**src/rtl/cyclic_decoder_seq.sv**
```systemverilog
// Serial syndrome decoder for a systematic binary cyclic code (N,K); corrects one bit error by error trapping.
// Latency: N+1+t cycles from accept to o_Valid (t = trap shift count); 2N cycles when CYCDEC_FIXED_LATENCY_EN is defined.
// Backpressure: one word in flight; o_Ready low from accept until result handed off; results held while i_Ready is low.
module cyclic_decoder_seq #(
    parameter int            N        = 15,
    parameter int            K        = 7,
    parameter logic [N-K:0]  GEN_POLY = 9'b111010001
) (
    input  logic                  i_Clk,
    input  logic                  i_Rst_n,
    input  logic                  i_Valid,
    output logic                  o_Ready,
    input  logic [N-1:0]          i_CodeWord,
    output logic                  o_Valid,
    input  logic                  i_Ready,
    output logic [K-1:0]          o_DecodWord,
    output logic [N-K-1:0]        o_Syndrome,
    output logic [$clog2(N)-1:0]  o_ErrPos,
    output logic                  o_ErrorC,
    output logic                  o_ErrorD
);

    localparam int              R    = N - K;
    localparam int              CW   = $clog2(N);
    localparam logic [CW-1:0]   LAST = CW'(N - 1);
    localparam logic [R-1:0]    POLY = GEN_POLY[R-1:0];

    typedef enum logic [1:0] {
        IDLE   = 2'd0,
        SYND   = 2'd1,
        SEARCH = 2'd2,
        DONE   = 2'd3
    } state_t;

    state_t          state;
    state_t          state_nxt;

    logic [N-1:0]    word;
    logic [R-1:0]    syn;
    logic [CW-1:0]   cnt;
    logic [CW-1:0]   t;

    logic [R-1:0]    syn_step;
    logic [R-1:0]    syn_mulx;
    logic            zero_hit;
    logic            one_hit;
    logic [CW:0]     pos_wide;
    logic [CW-1:0]   err_pos;
    logic [K-1:0]    msg_mask;
    logic            search_done;

`ifdef CYCDEC_FIXED_LATENCY_EN
    logic            captured;
`endif

    // Syndrome LFSR step, trap test and error-position arithmetic
    always_comb begin
        syn_step = {syn[R-2:0], word[cnt]} ^ (syn[R-1] ? POLY : '0);
        syn_mulx = {syn[R-2:0], 1'b0}      ^ (syn[R-1] ? POLY : '0);
        zero_hit = (t == '0) && (syn == '0);
        one_hit  = (syn == R'(1));
        // After t shifts the trapped single error sits at bit (N-t) mod N
        pos_wide = (t == '0) ? '0 : ((CW+1)'(N) - {1'b0, t});
        err_pos  = pos_wide[CW-1:0];
        // Parity-bit errors leave the message untouched
        msg_mask = (32'(err_pos) >= R) ? (K'(1) << (32'(err_pos) - R)) : '0;
`ifdef CYCDEC_FIXED_LATENCY_EN
        search_done = (t == LAST);
`else
        search_done = zero_hit || one_hit || (t == LAST);
`endif
    end

    // FSM state register
    always_ff @(posedge i_Clk) begin
        if (!i_Rst_n) begin
            state <= IDLE;
        end else begin
            state <= state_nxt;
        end
    end

    // Next-state and handshake outputs
    always_comb begin
        state_nxt = state;
        o_Ready   = 1'b0;
        o_Valid   = 1'b0;
        case (state)
            IDLE: begin
                o_Ready = 1'b1;
                if (i_Valid) begin
                    state_nxt = SYND;
                end
            end
            SYND: begin
                if (cnt == '0) begin
                    state_nxt = SEARCH;
                end
            end
            SEARCH: begin
                if (search_done) begin
                    state_nxt = DONE;
                end
            end
            DONE: begin
                o_Valid = 1'b1;
                if (i_Ready) begin
                    state_nxt = IDLE;
                end
            end
            default: state_nxt = IDLE;
        endcase
    end

    // Datapath: word latch, serial syndrome, trap search and result registers
    always_ff @(posedge i_Clk) begin
        if (!i_Rst_n) begin
            word        <= '0;
            syn         <= '0;
            cnt         <= '0;
            t           <= '0;
            o_DecodWord <= '0;
            o_Syndrome  <= '0;
            o_ErrPos    <= '0;
            o_ErrorC    <= 1'b0;
            o_ErrorD    <= 1'b0;
`ifdef CYCDEC_FIXED_LATENCY_EN
            captured    <= 1'b0;
`endif
        end else begin
            case (state)
                IDLE: begin
                    if (i_Valid) begin
                        word <= i_CodeWord;
                        syn  <= '0;
                        cnt  <= LAST;
                        t    <= '0;
`ifdef CYCDEC_FIXED_LATENCY_EN
                        captured <= 1'b0;
`endif
                    end
                end
                SYND: begin
                    syn <= syn_step;
                    cnt <= cnt - 1'b1;
                    if (cnt == '0) begin
                        o_Syndrome <= syn_step;
                        t          <= '0;
                    end
                end
                SEARCH: begin
`ifdef CYCDEC_FIXED_LATENCY_EN
                    // Run the full N-step search; only the first hit is kept
                    if (!captured && zero_hit) begin
                        captured    <= 1'b1;
                        o_DecodWord <= word[N-1:R];
                        o_ErrPos    <= '0;
                        o_ErrorC    <= 1'b0;
                        o_ErrorD    <= 1'b0;
                    end else if (!captured && one_hit) begin
                        captured    <= 1'b1;
                        o_DecodWord <= word[N-1:R] ^ msg_mask;
                        o_ErrPos    <= err_pos;
                        o_ErrorC    <= 1'b1;
                        o_ErrorD    <= 1'b0;
                    end else if (!captured && (t == LAST)) begin
                        o_DecodWord <= word[N-1:R];
                        o_ErrPos    <= '0;
                        o_ErrorC    <= 1'b0;
                        o_ErrorD    <= 1'b1;
                    end
                    syn <= syn_mulx;
                    if (t != LAST) begin
                        t <= t + 1'b1;
                    end
`else
                    if (zero_hit) begin
                        o_DecodWord <= word[N-1:R];
                        o_ErrPos    <= '0;
                        o_ErrorC    <= 1'b0;
                        o_ErrorD    <= 1'b0;
                    end else if (one_hit) begin
                        o_DecodWord <= word[N-1:R] ^ msg_mask;
                        o_ErrPos    <= err_pos;
                        o_ErrorC    <= 1'b1;
                        o_ErrorD    <= 1'b0;
                    end else if (t == LAST) begin
                        o_DecodWord <= word[N-1:R];
                        o_ErrPos    <= '0;
                        o_ErrorC    <= 1'b0;
                        o_ErrorD    <= 1'b1;
                    end else begin
                        syn <= syn_mulx;
                        t   <= t + 1'b1;
                    end
`endif
                end
                default: begin
                end
            endcase
        end
    end

endmodule

```
**config.mk**
```make
export PLATFORM = sky130hd
export DESIGN_NAME = cyclic_decoder_seq
export DESIGN_NICKNAME = d
export VERILOG_FILES = /design/src/rtl/cyclic_decoder_seq.sv
export SDC_FILE = /design/constraint.sdc
export NUM_CORES = 1
export LEC_CHECK = 0
export ABC_CLOCK_PERIOD_IN_PS = 6000
export CAP_MARGIN = 5
export CORE_MARGIN = 10
export CORE_UTILIZATION = 35
export CTS_BUF_LIST = sky130_fd_sc_hd__clkbuf_2
export DETAILED_ROUTE_END_ITERATION = 12
export GPL_TIMING_DRIVEN = 1
export PLACE_DENSITY = 0.57
export REMOVE_ABC_BUFFERS = 1
export SYNTH_ARGS = -nofsm -noshare
export SYNTH_HDL_FRONTEND = slang
export SYNTH_SLANG_ARGS = --single-unit
```
**constraint.sdc**
```tcl
create_clock -name i_Clk -period 6 [get_ports i_Clk]
set_input_delay 0.9 -clock i_Clk [delete_from_list [all_inputs] [get_ports i_Clk]]
set_output_delay 0.9 -clock i_Clk [all_outputs]
set_load 0.02 [all_outputs]
```
======== Yosys cells after proc, flatten, opt, wreduce, memory -nomap -nowiden ========
Cells that the tools add are included.
word-level totals
  memory bits (read-only) ................. 0
  memory bits (writable) .................. 0
  bits in registers ....................... 54
  bits in latches ......................... 0
  memories ................................ 0
  input bits .............................. 19
operators by class
  bitwise gates (word level) .............. 3
  div/mod/pow operators ................... 0
  reductions and logical operators ........ 17
  multiplexer cells ....................... 37
  add/subtract/negate cells ............... 4
  magnitude comparators ................... 2
  eq/ne operators ......................... 12
  multipliers ............................. 0
  shift-type cells ........................ 1
operator list
  operator                                                               count
  4-bit two-way mux                                                      10
  8-bit two-way mux                                                      5
  1-bit by 32-bit << shifter with 7-bit output, first input constant     1
  7-bit two-way mux                                                      4
  8-bit one-hot mux with 3 select lines                                  1
  8-bit XOR                                                              2
  2-bit != test, second input constant                                   7
  4-bit one-hot mux with 3 select lines                                  1
  1-bit two-way mux                                                      9
  8-bit by 1-bit equality test with 1-bit output, second input constant  1
  4-bit logical NOT                                                      2
  8-bit logical NOT                                                      1
  2-bit two-way mux                                                      4
  2-bit one-hot mux with 4 select lines                                  1
  4-bit one-hot mux with 2 select lines                                  1
  2-bit AND reduction                                                    4
  7-bit XOR                                                              1
  6-bit AND reduction                                                    1
  3-bit nonzero test                                                     2
  4-bit by 5-bit < comparator with 1-bit output, second input constant   1
  5-bit AND reduction                                                    1
  4-bit by 4-bit subtractor with 5-bit output, second input constant     1
  4-bit by 1-bit adder with 4-bit output, second input constant          1
  1-bit binary-select mux with 4-bit select                              1
  11 further kinds                                                       13

======== Depth between registers and ports, before layout ========
Gate-level depths: netlist of the first run.
  depth in word-level cells ............... 8
  mapped depth ............................ 9
  depth with buffers taken out ............ 8

======== Least setup slack after synthesis of the first run ========
No wires, ideal clock.
  kind .................................... register to register
  start ................................... reg t[0]
  end ..................................... reg t[3]
  slack ................................... 3.753 ns
  arrival time ............................ 2.133 ns
  buffers on the path ..................... 1
  period minus slack after synthesis ...... 2.247 ns
  cell stages (with the launch flop) ...... 10
  path through ............................ dfxtp_1 > clkbuf_1 > inv_1 > ha_1 > nor3b_1 > o211a_1 > o21a_4 > nor4_4 > a21oi_1 > a21o_1
on the way
  cells in the longest elaborated chain, start to end .. 5
  elaborated cells between the ends (all ways) .. 11
  those cells by class .................... add/sub (1); eq/ne (3); mux (4); reduce/logical (3)
RTL lines
  element                                 RTL line  RTL
  start, declared                         41        logic [CW-1:0] t;
  start signal, assigned                  194       t <= t + 1'b1;
  4-bit by 1-bit adder with 4-bit output  194
  4-bit two-way mux                       187       end else if (t == LAST) begin
  4-bit two-way mux                       182       end else if (one_hit) begin
  4-bit two-way mux                       177       if (zero_hit) begin
  4-bit one-hot mux with 3 select lines   131       case (state)
Parallel ways exist; a longest one is shown, timed or not. The select of a mux whose other input is x is not followed.
A chain may end at the register's enable or synchronous reset.

======== Worst setup path after layout of the first run ========
  start ................................... reg state[0]
  end ..................................... out o_Ready
on the way
  cells in the longest elaborated chain, start to end .. 2
RTL lines
  element                 RTL line  RTL
  start, declared         35        state_t state;
  start signal, assigned  79        state <= state_nxt;
  2-bit logical NOT       88        case (state)
  1-bit two-way mux       88
  end, declared           12        output logic o_Ready,
Every way passes these cells.

==> results.txt, run 1 <==
----------------------------------------------------
[Status]
  Result of the run ... finished clean

[Critical path]
  Critical path class ... reg -> out
  Arr. time, crit path ... 1.89 ns
  Largest stage delay, worst path ... roughly 0.66 ns
  Buffering stage count on the worst path with inverters included ... 2
  Crit path required time ... 5.10 ns
  Startpoint class of the critical path ... flip-flop
  Peak fanout along the critical path ... 7
  Register-to-register path setup slack ... 3.39 ns
  Series of cell instances along the critical path ... inv_1 -> ha_1 -> clkdlybuf4s50_1
  Kind of cell adding the most delay to the critical path ... buffers and inverters
  Max stage delay cell, worst path ... clkdlybuf4s50_1
  Kind of end point of the critical path ... output pin

[Logic synthesis]
  Yosys warning count ... 0
  Number of standard cells after synthesis ... 309
  Ys async rst share ... 0%
  Netlist Area Pre-Place ... roughly 2600 sq um
  Count of flip-flops with a built-in enable after synthesis ... 0
  Register bit total from synthesis ... 54
  Register area share after synthesis ... between 40% and 50%
  Prevailing post-synth register cell ... dfxtp_1
  Count of unique library cells instantiated by Yosys ... 44
  Syn Area/Cell ... 8.268 sq um

[Route]
  Amount of wire on met2 after detailed routing ... about 2700 um
  DRT met1 WL ... 2872 um
  Length of routed met3 wiring ... 281 um
  Via count ... 2178
  First-pass DRT Iterations ... 4
  Number of nets with antenna violations after detailed routing ... 0
  DR vias/cell ... 4.939
  Top routing layer in use ... met4
  Post-detailed-route DRC marker count ... 0
  Post-detailed-route wirelength per cell ... 13.40 um
  Initial DRC Count ... 76
  Routed wire length ... 5910 um

[CTS]
  Maximum buffer depth of the clock tree ... 2
  Resized cells post-CTS ... 0
  Insertion delay to the later sink of the worst-skew pair ... 0.45 ns
  Total number of H-tree levels ... 2
  TritonCTS sink count ... 54
  Cell chosen for the clock root ... clkbuf_2
  Clock-pin slew on the worst setup and hold paths ... around 0.25 ns
  TritonCTS clock tree ... done
  Number of hold buffers added after CTS ... 0
  Post-CTS setup-driven buffer insertion count ... 0
  Number of buffers inserted during clock tree synthesis ... 5

[Pwr]
  Total power consumption of the routed design ... 0.001078 W
  Pwr dens ... around 350 nW/um^2
  IR drop worst, VDD ... 0.1658 mV
  Static Leakage ... ~1.1 nW

[Finish]
  Signed area change from the synthesized netlist to the final layout ... 19.83%
  Nets ... 370
  Diodes inserted ... 0
  Post-layout instance count excluding filler cells ... ~440
  Core Util, Final ... 42.67%
  Layout cell share with drive strength beyond 1 ... 4.678%
  Number of filler instances in the final layout ... 759

[Floorplanning]
  Row count ... 31
  Starting utilization of the core area ... 35.61%
  Horizontal die dimension ... around 110 um
  Area of the core region ... 7176 sq um
  DIE AREA ... 11120 sq um
  Number of primary I/O pins ... between 40 and 50
  Chip height ... 105.4 um

[STA]
  Maximum clock frequency ... 0.3580 GHz
  Number of endpoints with negative hold slack in the final report ... 0
  Final critical-path share of the clock period ... ~47%
  Normalized max-slew margin ... 55.31%
  Final total negative setup slack ... 0 ns
  Clk_skew ... 0.02357 ns
  Worst-Margin Slew ... 0.6689 ns
  Max-slew violation count ... 0
  Unrepaired setup endpoints after global routing ... false
  Final setup fails ... 0
  Final Critical Period ... 2.793 ns

[Place]
  Hpwl dp ... 4450 um
  IO Port Bufs ... 41
  Routability congestion estimate ... 0.8024
  Instance count after placement with tap cells included ... 433

[Global route]
  Global-route wire length before repair ... 10040 um
  Overflow left after global routing ... 0
  Tot GR Track Use ... between 10% and 20%
  Number of global-route vias before repair ... 2100
  Largest net degree at the start of global routing ... 34
  Number of antenna violations at the first check in global routing ... 0

[Flow run]
  Number of max-cap violations ... 0

[Worst hold path]
  Hold Crit Class ... reg -> reg

----------------------------------------------------
-- per-stage QoR --
step / area [sq um] / worst slack [ns] / hold slack [ns]
6_report: 3062 / 3.207 / 0.4702
5_1_grt: 3062 / 3.024 / 0.4938
4_1_cts: 3062 / 3.160 / 0.4734
3_5_place_dp: 3023 / 3.065 / 0.4457
3_3_place_gp: 3023 / 3.089 / 0.4416
2_1_floorplan: 2481 / 3.835 / 0.4315
-- path summary, 6_finish.rpt --
kind                                 endpoint  cells after the start           from
worst max register to register           t[0]                      8           t[0]
worst min register to register  o_Syndrome[5]                      2  o_Syndrome[5]
worst min-delay path            o_Syndrome[5]                      2  o_Syndrome[5]
worst max-delay path                  o_Ready                      3       state[0]
-- flip-flops by register name (all words and copies together), names as in the netlist --
| register | cells |
|---|---|
| word | 15 |
| o_Syndrome | 8 |
| syn | 8 |
| o_DecodWord | 7 |
| cnt | 4 |
| o_ErrPos | 4 |
| t | 4 |
| state | 2 |
| o_ErrorC | 1 |
| o_ErrorD | 1 |
-- worst reg2reg max path: stages, from the launching register on --
cell and delay (ns):
dfxtp_1 0.59, inv_1 0.19, ha_1 0.26, nor3b_1 0.17, o211a_1 0.28, o21a_4 0.29
nor4_4 0.42, nand2_1 0.15, o22ai_1 0.22
-- final cells by class --
type / instances / area (sq um) / area share (%)
multi-input combinational: 226 / 1355 / 44.26
sequential: 54 / 1081 / 35.31
timing repair buffer: 42 / 417.9 / 13.65
tap: 99 / 123.9 / 4.046
inverter: 12 / 45.04 / 1.471
clock buffer: 6 / 30.03 / 0.9808
clock inverter: 2 / 8.758 / 0.2861
-- Yosys cell counts (2+ instances only) --
| cell | number | area, sq um |
|---|---|---|
| clkbuf_1 | 14 | 52.55 |
| and2_1 | 2 | 12.51 |
| ha_1 | 10 | 125.1 |
| nand2_1 | 58 | 217.7 |
| buf_2 | 2 | 10.01 |
| and3_1 | 3 | 18.77 |
| xor2_1 | 8 | 70.07 |
| a211oi_1 | 2 | 15.01 |
| nor2b_1 | 3 | 18.77 |
| o21ai_0 | 14 | 70.07 |
| mux2i_1 | 2 | 20.02 |
| dfxtp_1 | 54 | 1081 |
| a21oi_1 | 45 | 225.2 |
| nor2_1 | 19 | 71.32 |
| nand4_1 | 7 | 43.79 |
| mux4_2 | 3 | 67.56 |
| a211o_1 | 2 | 17.52 |
| nor4_1 | 4 | 25.02 |
| nand3_1 | 17 | 85.08 |
| inv_1 | 11 | 41.29 |
| nor3_1 | 6 | 30.03 |
-- per-layer routing --
layer | global-route usage [%] | up-vias
li1 | - | 1131
met1 | 13.13 | 1000
met2 | 17.38 | 42
met3 | 3.471 | 5
met4 | 2.745 | 0
met5 | 0 | -
-- cells by family (layout without fill, tap and decap cells) --
logic type / after synthesis / count (layout) / synth area share [%]
compound gates: 74 / 74 / 16.55
xor+xnor: 10 / 10 / 3.722
fa+ha+maj: 10 / 10 / 4.897
buf+inv: 29 / 62 / 4.652
flops: 54 / 54 / 42.31
mux: 6 / 6 / 4.456
simple gates: 126 / 126 / 23.41
-- report_power, final --
group	leakage, nW	internal (W)	switching (W)
Sequential	0.440	0.000417	0.0000571
Combinational	0.616	0.000187	0.000277
Clock	0.0304	0.0000286	0.000111
Total	1.09	0.000632	0.000445
-- layout by cell type, fill, tap and decap left out, drive strengths merged, types with 8 or more instances in the layout --
cell           count
o21ai             15
xor2               8
a21oi             45
nand3             17
dfxtp             54
clkdlybuf4s50     41
nor2              19
inv               11
ha                10
nand2             58
No activity file was read; power rests on OpenSTA's default activity.
==> run 2: changes to the inputs <==
- ABC_CLOCK_PERIOD_IN_PS: 6000 -> 2400
- PLACE_DENSITY: 0.57 -> 0.59
- clock period: 6 -> 2.4 ns (I/O delays scaled with it)
==> results.txt, run 2 (same netlist as run 1, synthesis figures left out) <==
----------------------------------------------------
[Status]
  Result of the run ... finished clean

[Finish]
  Largest registers ... word (15), o_Syndrome (8), syn (8)
  Signed area change from the synthesized netlist to the final layout ... 21.74%
  Max reg flops ... 15 (unchanged)
  Layout cell share with drive strength beyond 1 ... 6.609% (+1.9 points)
  Biggest register ... word
  Commonest non-fill, non-tap cells in the layout ... nand2_1 (58), dfxtp_1 (54), a21oi_1 (45)
  Most common cell after layout, fill and taps aside ... nand2_1
  Nets ... 377 (+1.9%)
  Diodes inserted ... 0 (unchanged)
  Final instance area ... 3110 sq um (+1.6%)

[Route]
  Routed wire length ... 6030 um (+2.0%)
  DRT met1 WL ... 2886 um (+0.49%)
  Post-detailed-route wirelength per cell ... 13.49 um (+0.66%)
  Top routing layer in use ... met4
  Number of nets with antenna violations after detailed routing ... 0 (unchanged)
  First-pass DRT Iterations ... 4 (unchanged)
  Via count ... 2170 (-0.37%)
  Amount of wire on met2 after detailed routing ... 2670 um (-0.96%)
  Initial DRC Count ... 58 (-24%)
  Post-detailed-route DRC marker count ... 0 (unchanged)
  DR vias/cell ... 4.855 (-1.7%)
  Length of routed met3 wiring ... 395 um (+41%)

[Global route]
  Tot GR Track Use ... 10.71% (+0.086 points)
  Number of global-route vias before repair ... 2075 (-1.2%)
  Global-route wire length before repair ... 9908 um (-1.3%)
  Overflow left after global routing ... 0 (unchanged)
  Number of antenna violations at the first check in global routing ... 0 (unchanged)
  Largest net degree at the start of global routing ... 19 (-44%)

[Pwr]
  Pwr dens ... 866.2 nW/um^2 (+150%)
  IR drop worst, VDD ... 0.5255 mV (+220%)
  Total power consumption of the routed design ... 0.002694 W (+150%)
  Static Leakage ... 1.120 nW (+3.2%)

[STA]
  Number of endpoints with negative hold slack in the final report ... 0 (unchanged)
  Final Critical Period ... 2.261 ns
  Worst-Margin Slew ... 0.5773 ns (-0.09163 ns)
  Unrepaired setup endpoints after global routing ... false
  Normalized max-slew margin ... 61.43% (+6.1 points)
  Maximum clock frequency ... 0.4422 GHz
  Final critical-path share of the clock period ... 94.22%
  Final total negative setup slack ... 0 ns (unchanged)
  Final setup fails ... 0 (unchanged)
  Clk_skew ... 0.02134 ns (-0.002229 ns)
  Max-slew violation count ... 0 (unchanged)

[Floorplanning]
  Area of the core region ... 7176 sq um (unchanged)
  Starting utilization of the core area ... 35.61% (unchanged)
  Row count ... 31 (unchanged)
  DIE AREA ... 11120 sq um (unchanged)
  Chip height ... 105.4 um (unchanged)
  Horizontal die dimension ... 105.4 um (unchanged)
  Number of primary I/O pins ... 42 (unchanged)

[Critical path]
  Launching instance or port of the critical path ... state[0]
  Arr. time, crit path ... 1.90 ns (about the same)
  Count of cells along the worst register-to-register path ... 8 (unchanged)
  Startpoint class of the critical path ... flip-flop
  Critical path class ... reg -> out
  Kind of end point of the critical path ... output pin
  Crit path required time ... 2.04 ns (-3.06 ns)
  Critical Path End ... o_Ready
  Startpoint of the worst register-to-register path ... t[0]
  Reg2reg end ... t[3]
  Register-to-register path setup slack ... 0.22 ns (-3.17 ns)
  Peak fanout along the critical path ... 7 (unchanged)

[CTS]
  Cell chosen for the clock root ... clkbuf_2
  Maximum buffer depth of the clock tree ... 2 (unchanged)
  Post-CTS setup-driven buffer insertion count ... 0 (unchanged)
  Resized cells post-CTS ... 0 (unchanged)
  TritonCTS clock tree ... done
  Clock-pin slew on the worst setup and hold paths ... 0.25 ns (about the same)
  Number of buffers inserted during clock tree synthesis ... 5 (unchanged)
  Total number of H-tree levels ... 2 (unchanged)
  Number of hold buffers added after CTS ... 0 (unchanged)
  TritonCTS sink count ... 54 (unchanged)
  Insertion delay to the later sink of the worst-skew pair ... 0.44 ns (about the same)

[Place]
  IO Port Bufs ... 41 (unchanged)
  Hpwl dp ... 4597 um (+3.3%)
  Placed instance area ... 3075 sq um (+1.7%)
  Routability congestion estimate ... 0.7680 (-4.3%)

[Flow run]
  Number of max-cap violations ... 0 (unchanged)

[Worst hold path]
  Hold Crit Class ... in -> reg

----------------------------------------------------
[run 2: worst min path at each step]
stage,from,to,slack (ns),cells after the start
floorplan,word[5],word[5],0.43,2
global placement,word[6],word[6],0.44,2
detailed placement,o_ErrPos[2],o_ErrPos[2],0.45,2
CTS,i_CodeWord[13],word[13],0.41,3
global route,i_CodeWord[13],word[13],0.39,3
finish,i_CodeWord[13],word[13],0.43,3
[run 2: report_power, final]
group	leakage [nW]	internal (W)	switching [W]	total (W)
clock network	0.0286	0.0000633	0.000274	0.000337
logic	0.652	0.000479	0.000700	0.00118
registers	0.440	0.00104	0.000136	0.00118
total	1.12	0.00158	0.00111	0.00269
[run 2: area by class of cell]
| cell class | count | area [sq um] |
|---|---|---|
| clock inverter | 2 | 10.01 |
| sequential | 54 | 1081 |
| timing repair buffer | 49 | 470.5 |
| tap | 99 | 123.9 |
| multi-input combinational | 226 | 1355 |
| clock buffer | 5 | 25.02 |
| inverter | 12 | 45.04 |
| fill | 738 | 4065 |
[run 2: per-stage QoR]
| stage | cells | setup WS (ns) | hold slack, ns | utilization [%] |
|---|---|---|---|---|
| after floorplan | 292 | 0.2351 | 0.4315 | - |
| after CTS | 447 | 0.1142 | 0.4070 | 43.35 |
| final | 447 | 0.1387 | 0.4305 | 43.35 |
| after global routing | 447 | 0.001706 | 0.3886 | 43.35 |
| after detailed placement | 440 | 0.2587 | 0.4462 | 42.86 |
| after global placement | 440 | 0.3065 | 0.4385 | 42.86 |
[run 2: worst max-delay path: stages, from the launching register on]
cell and delay (ns):
dfxtp_1 0.41, inv_1 0.09, ha_1 0.30, clkdlybuf4s50_1 0.66
[run 2: metal layers]
metal,vias up,track usage (%)
met5,-,0
met4,0,3.431
met3,8,3.715
met2,55,16.76
met1,959,13.48
li1,1148,-
